**src/rtl/spi_bus_pkg.sv**
```systemverilog
// Shared constants for the SPI bus arbiter: FSM encoding, requester indices,
// timer width and a round-robin pointer helper.
package spi_bus_pkg;

  localparam int CNT_W = 16;
  localparam int PTR_W = 2;

  localparam logic [1:0] ST_IDLE  = 2'd0;
  localparam logic [1:0] ST_OWNED = 2'd1;
  localparam logic [1:0] ST_GUARD = 2'd2;

  localparam logic [PTR_W-1:0] REQ_TEMP = 2'd0;
  localparam logic [PTR_W-1:0] REQ_EINK = 2'd1;
  localparam logic [PTR_W-1:0] REQ_ADC  = 2'd2;

  function automatic logic [PTR_W-1:0] next_ptr(input logic [PTR_W-1:0] idx, input int n);
    logic [PTR_W-1:0] nxt;
    if (int'(idx) >= n - 1) begin
      nxt = REQ_TEMP;
    end else begin
      nxt = idx + PTR_W'(1);
    end
    return nxt;
  endfunction

endpackage

```
**src/rtl/spi_bus_arbiter_rr_pick.sv**
```systemverilog
// Combinational round-robin select: first asserted request at or after the
// pointer, wrapping modulo N_REQ.
module rr_pick
  import spi_bus_pkg::*;
#(
  parameter int N_REQ = 3
) (
  input  logic [N_REQ-1:0] i_req,
  input  logic [PTR_W-1:0] i_ptr,
  output logic [N_REQ-1:0] o_win,
  output logic             o_valid
);

  logic [PTR_W-1:0] w_idx;
  logic             w_hit;

  // Walk from the pointer upward; the first hit masks all later candidates.
  always_comb begin
    o_win   = '0;
    o_valid = 1'b0;
    w_idx   = '0;
    w_hit   = 1'b0;
    for (int i = 0; i < N_REQ; i++) begin
      w_idx        = PTR_W'((int'(i_ptr) + i) % N_REQ);
      w_hit        = i_req[w_idx] & ~o_valid;
      o_win[w_idx] = o_win[w_idx] | w_hit;
      o_valid      = o_valid | w_hit;
    end
  end

endmodule

```
**src/rtl/spi_bus_arbiter.sv**
```systemverilog
// Round-robin owner of the shared SPI pins: one master at a time, with a guard
// gap between owners and a watchdog that reclaims a hung grant.
module spi_bus_arbiter
  import spi_bus_pkg::*;
#(
  parameter int N_REQ          = 3,
  parameter int GUARD_CYCLES   = 4,
  parameter int TIMEOUT_CYCLES = 65535
) (
  input  logic             sys_clk_pin,
  input  logic             rst_n,
  input  logic [N_REQ-1:0] req,
  input  logic [N_REQ-1:0] done,
  input  logic [N_REQ-1:0] sck_in,
  input  logic [N_REQ-1:0] mosi_in,
  input  logic [N_REQ-1:0] cs_n_in,
  output logic [N_REQ-1:0] miso_out,
  output logic [N_REQ-1:0] grant,
  output logic             phy_sck,
  output logic             phy_mosi,
  input  logic             phy_miso,
  output logic [N_REQ-1:0] phy_cs_n,
  output logic             busy,
  output logic             timeout_err,
  output logic [1:0]       timeout_id
);

  localparam logic [CNT_W-1:0] TO_LAST    = CNT_W'(TIMEOUT_CYCLES - 1);
  localparam logic [CNT_W-1:0] GUARD_LAST = CNT_W'(GUARD_CYCLES - 1);

  logic [1:0]       r_state;
  logic [PTR_W-1:0] r_ptr;
  logic [PTR_W-1:0] r_gidx;
  logic [N_REQ-1:0] r_grant;
  logic [CNT_W-1:0] r_wdog;
  logic [CNT_W-1:0] r_guard;
  logic             r_timeout_err;
  logic [1:0]       r_timeout_id;

  logic [N_REQ-1:0] w_win;
  logic             w_valid;
  logic [PTR_W-1:0] w_win_idx;
  logic             w_done_g;
  logic             w_req_g;
  logic             w_wd_hit;
  logic             w_release;
  logic             w_to_release;

  rr_pick #(.N_REQ(N_REQ)) u_rr_pick (
    .i_req   (req),
    .i_ptr   (r_ptr),
    .o_win   (w_win),
    .o_valid (w_valid)
  );

  // One-hot winner to index for the grant index register.
  always_comb begin
    w_win_idx = '0;
    for (int i = 0; i < N_REQ; i++) begin
      w_win_idx = w_win_idx | (PTR_W'(i) & {PTR_W{w_win[i]}});
    end
  end

  assign w_done_g     = done[r_gidx];
  assign w_req_g      = req[r_gidx];
  assign w_wd_hit     = (r_wdog == TO_LAST);
  assign w_release    = (r_state == ST_OWNED) & (w_done_g | ~w_req_g | w_wd_hit);
  // A clean finish or an abort on the terminal cycle is not a watchdog event.
  assign w_to_release = (r_state == ST_OWNED) & w_wd_hit & ~w_done_g & w_req_g;

  // Arbitration FSM with watchdog and guard counters.
  always_ff @(posedge sys_clk_pin or negedge rst_n) begin
    if (!rst_n) begin
      r_state       <= ST_IDLE;
      r_ptr         <= REQ_TEMP;
      r_gidx        <= REQ_TEMP;
      r_grant       <= '0;
      r_wdog        <= '0;
      r_guard       <= '0;
      r_timeout_err <= 1'b0;
      r_timeout_id  <= 2'd0;
    end else begin
      r_timeout_err <= 1'b0;
      case (r_state)
        ST_IDLE: begin
          if (w_valid) begin
            r_grant <= w_win;
            r_gidx  <= w_win_idx;
            r_wdog  <= '0;
            r_state <= ST_OWNED;
          end
        end
        ST_OWNED: begin
          if (w_release) begin
            r_grant <= '0;
            r_ptr   <= next_ptr(r_gidx, N_REQ);
            r_guard <= '0;
            r_state <= (GUARD_CYCLES == 0) ? ST_IDLE : ST_GUARD;
            if (w_to_release) begin
              r_timeout_err <= 1'b1;
              r_timeout_id  <= r_gidx;
            end
          end else begin
            r_wdog <= r_wdog + CNT_W'(1);
          end
        end
        ST_GUARD: begin
          if (r_guard == GUARD_LAST) begin
            r_state <= ST_IDLE;
          end else begin
            r_guard <= r_guard + CNT_W'(1);
          end
        end
        default: begin
          r_state <= ST_IDLE;
          r_grant <= '0;
        end
      endcase
    end
  end

  // Pins are gated by the registered grant, so idle levels follow reset asynchronously.
  assign grant       = r_grant;
  assign phy_sck     = |(sck_in & r_grant);
  assign phy_mosi    = |(mosi_in & r_grant);
  assign phy_cs_n    = cs_n_in | ~r_grant;
  assign miso_out    = {N_REQ{phy_miso}} & r_grant;
  assign busy        = (r_state != ST_IDLE);
  assign timeout_err = r_timeout_err;
  assign timeout_id  = r_timeout_id;

endmodule
```
**config.mk**
```make
export PLATFORM = sky130hd
export DESIGN_NAME = spi_bus_arbiter
export DESIGN_NICKNAME = d
export VERILOG_FILES = /design/src/rtl/spi_bus_pkg.sv /design/src/rtl/spi_bus_arbiter_rr_pick.sv /design/src/rtl/spi_bus_arbiter.sv
export SDC_FILE = /design/constraint.sdc
export NUM_CORES = 1
export LEC_CHECK = 0
export CAP_MARGIN = 20
export CORE_MARGIN = 8
export CORE_UTILIZATION = 40
export CTS_CLUSTER_DIAMETER = 120
export DETAILED_ROUTE_END_ITERATION = 8
export HOLD_SLACK_MARGIN = 0.02
export MAX_ROUTING_LAYER = met4
export PLACE_DENSITY_LB_ADDON = 0.05
export SYNTH_ARGS = -nofsm -noshare
export SYNTH_HDL_FRONTEND = slang
export SYNTH_HIERARCHICAL = 1
export SYNTH_SLANG_ARGS = --single-unit
```
**constraint.sdc**
```tcl
create_clock -name sys_clk_pin -period 2.1 [get_ports sys_clk_pin]
set_input_delay 0.21 -clock sys_clk_pin [delete_from_list [all_inputs] [get_ports sys_clk_pin]]
set_output_delay 0.21 -clock sys_clk_pin [all_outputs]
set_load 0.1 [all_outputs]
```
==> impl_results.md <==
* Status: completed
* PwrDens at 1190 nW/µm²
* Post-route ant nets at 0
* Synth Warn # at 6
* Clock Tree Buf Depth at 2
* DRT Pass-1 Iters at 4
* Syn Std Cell Area at 2700 µm²
* Grt ovf at 0
* Routed vias/inst at about 5.5
* Highest Clock Rate at between 0.4 and 0.5 GHz
* Clock root buffer: clkbuf_8
* # DRC at 0
* Tot GR Track Use at 0.153
* Setup crit end kind: register
* Leak Pwr at 1.82 nW
* First-pass GRT wire length at 11900 µm
* Post-DP HPWL at 5250 µm
* I/O pins at 33
* Top post-synthesis cells by area: dfrtp_1 41%, mux2i_1 6.7%, nand3_1 4.6%
* Yosys reg bits at 44
* Share of layout cells above drive strength 1 at 0.342
* Syn_nets at 316
* Critical path peak fanout at 7
* Yosys cell types at 52
* Layout Nets at 406
* Most frequent cells after synthesis: 44 x dfrtp_1, 32 x nand2_1, 25 x nand3_1
* Chip width at slightly below 100 µm
* DIE AREA at 9620 µm²
* Drt wl/cell at 15.7 µm
* Sink Count at 44
* Least-Margin Pin Slew at 0.560 ns
* Filler Cell Count at 584
* Htree depth at 2
* Hold Worst Slack at around 0.43 ns
* Initial Util at 0.406
* Starting DRT DRC Count at 90
* Max IR drop VDD at 0.000520 V
* Startpoint Class: register
* Core ar. at 6640 µm²
* Pre-CTS setup slack at -0.187 ns
* Post-synthesis sequential area ratio at 0.409
* Drt total wl at 7260 µm
* Gp weighted congestion at 0.863
* Leading area contributor after synthesis: dfrtp_1
* Clock Latency Late Sink at 0.29 ns
* Ys async rst share at 1.00
* Synth top area share at 0.409
* P&R area growth vs syn at 44.8%
* N_diodes at 0
* Reg clk slew, reported paths at 0.08 ns
* MaxCap Viol Count at 0
* Fin worst setup slack at 0.0182 ns
* Setup TNS at 0 ns
* Period utilization at 0.991
* Hold crit path type: input pin to asynchronous set/reset pin
* Die Height at 98.1 µm
* IO Port Bufs at 32
* Worst slew margin at 0.627
* # rows at 30
* EDFF count, synth at 0
* Syn avg cell area at 9.23 µm²
* Req. time, crit path at 2.28 ns
* Setup CP Type: register to register
* Final hold viol count at 0
* Vias in the first global route at 2508
* Cts bufs inserted at 5
* Initial antenna violation count at 0
* Final setup vio count at 0
* Top-count cell post-synth: dfrtp_1
* CP arrival at around 2.3 ns
* DR vias at 2536
* CTS tree: done
* Clock skew at between 0.005 and 0.006 ns
* Slew Viols, Final at 0
* Ys flop type: dfrtp_1
* Syn Inst Count at 292
* Unrepaired setup endpoints after global routing: yes
* Final worst path period need at 2.08 ns
* Largest net degree at the start of global routing at 25
[area by class of cell]
class                           count  area, µm²  share of cell area
Clock buffer                        7       86.3              0.0221
Timing Repair Buffer               94        857               0.220
Sequential cell                    44       1100               0.283
Clock inverter                      1       7.51             0.00192
Inverter                           10       40.0              0.0103
Multi-Input combinational cell    227       1710               0.438
Tap cell                           80        100              0.0257
[path summary, 6_finish.rpt]
check	start	depth (start not counted)	slack, ns	endpoint
min	rst_n	2	0.43	r_wdog[5]
min in group sys_clk_pin	r_wdog[14]	1	0.50	r_wdog[14]
max in group asynchronous	rst_n	3	1.08	grant[1]
min reg2reg	r_wdog[14]	1	0.50	r_wdog[14]
max	r_guard[1]	7	0.02	r_guard[7]
max reg2reg	r_guard[1]	7	0.02	r_guard[7]
[cell families after synthesis]
group / count (synthesis) / synth area share
flip-flops: 44 / 0.409
buffers and inverters: 22 / 0.0460
AND/OR/NAND/NOR: 138 / 0.284
adder cells (fa/ha/maj): 6 / 0.0279
AO/OA/AOI/OAI: 59 / 0.142
multiplexers: 23 / 0.0919
[metal layers]
| layer | part of all wire | vias up | track usage |
|---|---|---|---|
| li1 | - | 1259 | - |
| met1 | 0.46 | 1209 | 0.177 |
| met2 | 0.48 | 54 | 0.256 |
| met3 | 0.041 | 14 | 0.0334 |
| met4 | 0.023 | 0 | 0.0552 |
| met5 | 0 | - | - |
[report_power, final]
part / switching, mW / leakage [nW] / internal, mW
logic: 1.65 / 1.17 / 1.28
registers: 0.165 / 0.602 / 0.976
clock network: 0.290 / 0.0445 / 0.268
[through the flow]
step	util	area, µm²	std cells	total power, mW
2_1_floorplan	-	2730	292	2.76
3_3_place_gp	0.527	3500	442	3.62
3_5_place_dp	0.527	3500	442	3.63
4_1_cts	0.552	3670	452	4.30
5_1_grt	0.587	3900	463	4.93
6_report	0.587	3900	463	4.63
[cell usage in the layout (no fill, tap or decap), drive strengths merged, types with 4 or more instances in the layout]
cell type	instances
nor3	10
clkbuf	7
o31ai	4
mux2	4
a31oi	4
or3	7
inv	10
ha	6
nand2	32
buf	77
a21o	5
o21ai	21
and2	6
mux2i	19
nand4	10
a21oi	11
and4	5
nand3	25
nor2	9
and3	6
clkdlybuf4s50	15
dfrtp	44
nand2b	11
[flip-flops by register name, indices dropped and copies added (netlist names)]
name and count:
r_gidx 2, timeout_id 2, r_state 2, timeout_err 1, r_guard 16, r_ptr 2
r_wdog 16, grant 3
[critical path: stages (launching register included)]
cell	delay, ns
dfrtp_1	0.44
ha_4	0.17
or4b_4	0.49
o41ai_4	0.40
buf_4	0.22
nor3_1	0.05
a31oi_1	0.13
nand2_1	0.07
[what timing repair did]
item | 4_1_cts | 5_1_grt
setup buffers | 1 | 10
cloned | 0 | 2
gates resized for setup | 9 | 47
endpoints found under the setup margin | 25 | 34
pin swaps | 0 | 14
endpoints found under the hold margin | 22 | 0
hold buffers | 1 | 0
(Power assumes the default switching activity.)
